<file path="src/rtl/pd_pkg.sv">
// Shared types for the pulse measurement block.
// Mode/state encodings plus a helper that folds the reserved mode.
package pd_pkg;

  typedef enum logic [1:0] {
    PD_PERIOD,
    PD_HIGH,
    PD_LOW,
    PD_RSVD
  } pd_mode_t;

  typedef enum logic {
    WAIT_START,
    COUNT
  } pd_state_t;

  // Reserved mode behaves as rise-to-rise period.
  function automatic pd_mode_t pd_norm(input logic [1:0] m);
    pd_mode_t r;
    r = pd_mode_t'(m);
    if (r == PD_RSVD) r = PD_PERIOD;
    return r;
  endfunction

endpackage

</file>
<file path="src/rtl/pd_edge_sync.sv">
// Synchroniser chain plus history flop.
// Produces single-cycle rise/fall strobes of the synchronised input.
module pd_edge_sync #(
  parameter int SYNC = 2
) (
  input  logic clk,
  input  logic rst,
  input  logic clr,
  input  logic d_in,
  output logic s,
  output logic rise,
  output logic fall
);

  logic [SYNC-1:0] sync_q;
  logic            hist_q;

  always_ff @(posedge clk) begin
    if (rst || clr) begin
      sync_q <= '0;
      hist_q <= 1'b0;
    end else begin
      sync_q <= {sync_q[SYNC-2:0], d_in};
      hist_q <= sync_q[SYNC-1];
    end
  end

  assign s    = sync_q[SYNC-1];
  assign rise = s & ~hist_q;
  assign fall = ~s & hist_q;

endmodule

</file>
<file path="src/rtl/pd_measure.sv">
// Pulse period / high / low time measurement with
// saturating counter and valid/ready result handshake.
module pd_measure
  import pd_pkg::*;
#(
  parameter int W    = 8,
  parameter int SYNC = 2
) (
  input  logic         clk,
  input  logic         rst,
  input  logic         enb,
  input  logic         clr,
  input  logic         pulse_in,
  input  logic [1:0]   mode,
  output logic [W-1:0] period,
  output logic         ovf,
  output logic         valid,
  input  logic         ready,
  output logic         missed
);

  localparam logic [W-1:0] MAX = '1;

  logic s_unused;
  logic rise;
  logic fall;

  pd_edge_sync #(.SYNC(SYNC)) u_sync (
    .clk  (clk),
    .rst  (rst),
    .clr  (clr),
    .d_in (pulse_in),
    .s    (s_unused),
    .rise (rise),
    .fall (fall)
  );

  pd_state_t      state_q, state_d;
  pd_mode_t       mode_q, mode_d, mode_in;
  logic [W-1:0]   cnt_q, cnt_d;
  logic [W-1:0]   per_q, per_d;
  logic [W-1:0]   res;
  logic           ovf_q, ovf_d;
  logic           vld_q, vld_d;
  logic           mis_q, mis_d;
  logic           start_e, end_e, cap;

  always_comb begin
    mode_in = pd_norm(mode);
    start_e = (mode_in == PD_LOW) ? fall : rise;
    end_e   = (mode_q == PD_HIGH) ? fall : rise;
    // Final tick counts too, so P-cycle spacing yields P.
    res     = (cnt_q == MAX) ? MAX
            : cnt_q + {{(W-1){1'b0}}, enb};
    state_d = state_q;
    mode_d  = mode_q;
    cnt_d   = cnt_q;
    per_d   = per_q;
    ovf_d   = ovf_q;
    vld_d   = vld_q;
    mis_d   = mis_q;
    cap     = 1'b0;
    unique case (state_q)
      WAIT_START: begin
        if (start_e) begin
          cnt_d   = '0;
          mode_d  = mode_in;
          state_d = COUNT;
        end
      end
      COUNT: begin
        if (end_e) begin
          cap = 1'b1;
          if (mode_q == PD_PERIOD) cnt_d = '0;
          else state_d = WAIT_START;
        end else if (enb && cnt_q != MAX) begin
          cnt_d = cnt_q + W'(1);
        end
      end
    endcase
    if (cap) begin
      per_d = res;
      ovf_d = (res == MAX);
      vld_d = 1'b1;
      if (vld_q && !ready) mis_d = 1'b1;
    end else if (vld_q && ready) begin
      vld_d = 1'b0;
    end
  end

  always_ff @(posedge clk) begin
    if (rst || clr) begin
      state_q <= WAIT_START;
      mode_q  <= PD_PERIOD;
      cnt_q   <= '0;
      per_q   <= '0;
      ovf_q   <= 1'b0;
      vld_q   <= 1'b0;
      mis_q   <= 1'b0;
    end else begin
      state_q <= state_d;
      mode_q  <= mode_d;
      cnt_q   <= cnt_d;
      per_q   <= per_d;
      ovf_q   <= ovf_d;
      vld_q   <= vld_d;
      mis_q   <= mis_d;
    end
  end

  assign period = per_q;
  assign ovf    = ovf_q;
  assign valid  = vld_q;
  assign missed = mis_q;

endmodule

</file>
<file path="config.mk">
export PLATFORM = sky130hd
export DESIGN_NAME = pd_measure
export DESIGN_NICKNAME = d
export VERILOG_FILES = /design/src/rtl/pd_pkg.sv /design/src/rtl/pd_edge_sync.sv /design/src/rtl/pd_measure.sv
export SDC_FILE = /design/constraint.sdc
export NUM_CORES = 1
export LEC_CHECK = 0
export CAP_MARGIN = 20
export CELL_PAD_IN_SITES_DETAIL_PLACEMENT = 1
export CELL_PAD_IN_SITES_GLOBAL_PLACEMENT = 1
export CORE_MARGIN = 10
export CORE_UTILIZATION = 40
export CTS_CLUSTER_SIZE = 28
export DETAILED_ROUTE_END_ITERATION = 6
export PLACE_DENSITY = 0.89
export SYNTH_ARGS = -nofsm -noshare
export SYNTH_HDL_FRONTEND = slang
export SYNTH_SLANG_ARGS = --single-unit
export TNS_END_PERCENT = 10
</file>
<file path="constraint.sdc">
create_clock -name clk -period 1.75 [get_ports clk]
set_input_delay 0.35 -clock clk [delete_from_list [all_inputs] [get_ports clk]]
set_output_delay 0.35 -clock clk [all_outputs]
set_load 0.02 [all_outputs]
</file>
==> metrics.txt <==
status finished, violations left; failing checks negative setup slack; pre-CTS setup slack -561 ps; Worst R2R Path Depth 5; relative slew slack 72.9%; die area 6180 um^2; Final ANT Viol Nets 0; cell count of the worst hold path 1; global-route wire length before repair 7.53 mm; final estimated routing congestion in global placement 0.871; Area growth syn-to-layout 37.7%; max_cap viols 0; Max Root-Sink Buffers 2; Synth area leaders dfxtp_1, a21oi_1, nand2_1; Hold Crit Class reg -> reg; startpoint types input port; ys flop type dfxtp_1; Iter 0 DRT Violations 77; final non-filler cell total 249; final total power 0.914 mW; core footprint 3340 um^2; DR DRC count 0; CP arrival 2060 ps; crit-path max FO 4; Worst setup EP type flip-flop; power per cell area 483 nW/um^2; Vias 1400; Distinct cells, synth 47; Gate Count Post-Synth 160; worst-margin pin slew 405 ps; clk_lat worst skew 330 ps; CP required 2000 ps; FF-to-FF End cnt_q[3]; total negative slack -51.5 ps; critical path type in -> reg; Detail Placement HPWL 3.54 mm; minimum clock period 1800 ps; CTS Root Cell clkbuf_4; flop2flop setup slack 30 ps; syn_nets 171; Hold Crit Endpoint u_sync.sync_q[1]; CTS tree built; Final Skew 20.7 ps; Row Count 21; maximum number of pins on one net before global-route repair 15; antenna violations before repair 0; count of state elements after synthesis 25; Post-synth top cells dfxtp_1, a21oi_1, nand2_1; GRT overflow 0; CTS Sinks 25; Die W 78.6 um; Final Hold Fails 0; # fillers 409; vias in the first global route 1600; Max VDD drop 0.283 mV; HP Start u_sync.sync_q[0]; Vias per Instance 5.62; # nets final 215; Leakage 0.671 nW; total CTS buffers 3; CTS H-tree lvls 1; Yosys top cell by area dfxtp_1; Pre-antenna DRT Iters 4; WL/cell 18.8 um; Overall Global Routing Usage 14.7%; setup ws final -51.5 ps; Top Ports 19; EDFF count, synth 0; post-synthesis cell area 1380 um^2; r2r startpoint u_sync.hist_q; CTS clk-pin slew, worst paths 160 ps; final WL 4.67 mm; FFs w/ async S/R, synth 0%; Ys Warns 0; Cells after DPL 241; final setup vio count 1; Fmax achieved 555 MHz; final core occ 56.7%; diode count 0; register area share after synthesis 36.4%; Tcrit/Tclk final 103%; Synth top area share 36.4%; Mapped Avg Cell Area 8.59 um^2; RSZ-0062 raised after global routing true; Vert. Die Dim 78.6 um; count of hold-fix buffers inserted at cts 0; share of cells above drive strength 1 26.1%; Initial Util 41.2%; Slew Limit Fails 0; most instantiated library cell after synthesis dfxtp_1; I/O Buffers 18
-- stage by stage --
step | cell area, um^2 | hold WS, ps
after floorplan | 1380 | 406
after global placement | 1760 | 438
after detailed placement | 1760 | 438
after CTS | 1840 | 480
after global routing | 1890 | 493
final | 1890 | 476
-- worst max-delay path: stages --
cell	delay, ps
clkdlybuf4s50_1	510
ha_2	210
ha_2	210
and2_1	180
xor2_1	170
nand4_1	150
a221oi_2	270
-- placed cells by master, fill, tap and decap left out, types with 2 or more instances in the layout --
cell,count
mux2i_4,2
and2_1,5
nand4_1,4
nor2_1,11
clkdlybuf4s50_1,16
inv_1,3
o211ai_1,3
dfxtp_1,23
buf_4,29
xnor2_1,3
nand2_1,13
nor3_1,4
nor2b_1,2
a21oi_1,12
nand3_1,7
o31ai_1,4
ha_2,2
o21ai_1,4
clkbuf_4,3
mux2i_1,2
nand2b_1,5
o21ai_0,3
xor2_1,4
and3_1,2
or4_1,4
a31oi_1,3
-- cell type report --
cell class	count	area (um^2)	area share, %
Inverter	4	15.0	0.793
Clock buffer	3	22.5	1.19
Tap cell	46	57.6	3.04
Clock inverter	1	5.00	0.264
Sequential cell	25	505	26.7
Timing Repair Buffer	47	399	21.1
Multi-Input combinational cell	123	888	46.9
-- cells by family (layout without fill, tap and decap cells) --
family	count (synthesis)	after routing	share of synthesized area (%)
simple gates	67	67	28.2
compound gates	41	41	19.4
flops	25	25	36.4
buf+inv	12	55	3.91
xor+xnor	7	7	4.46
mux	5	5	4.91
fa+ha+maj	3	3	2.73
-- power breakdown --
part / leakage (nW) / switching [mW] / internal [mW] / total [mW]
Sequential: 0.203 / 0.00226 / 0.570 / 0.572
Clock: 0.0177 / 0.188 / 0.0857 / 0.273
Combinational: 0.451 / 0.0333 / 0.0352 / 0.0685
Total: 0.671 / 0.223 / 0.691 / 0.914
-- flip-flops by register name, summed over array words and instances (netlist names), 2 cells and up --
register       flops
cnt_q              8
period             8
mode_q             2
u_sync.sync_q      2
-- how the worst max path moves through the flow --
| stage | from | to | slack (ps) | cells past startpoint |
|---|---|---|---|---|
| 6_report | enb | ovf | -50 | 7 |
| 5_1_grt | enb | ovf | -100 | 7 |
| 4_1_cts | enb | ovf | 10 | 7 |
| 3_5_place_dp | mode[0] | cnt_q[7] | -560 | 7 |
| 3_3_place_gp | mode[0] | cnt_q[7] | -380 | 7 |
| 2_1_floorplan | mode[0] | cnt_q[7] | 160 | 6 |
-- metal layers --
| layer | wire [um] | vias up | GRT usage (%) |
|---|---|---|---|
| li1 | - | 673 | - |
| met1 | 1840 | 693 | 15.1 |
| met2 | 2620 | 24 | 28.4 |
| met3 | 133 | 10 | 2.73 |
| met4 | 84 | 0 | 5.56 |
| met5 | 0 | - | 0 |
-- what timing repair did --
action,4_1_cts,5_1_grt
resized for setup,8,8
gates cloned,0,0
buffers inserted,2,2
endpoints found under the setup margin,9,13
pin swaps,0,0
No activity file was read; power rests on OpenSTA's default activity.
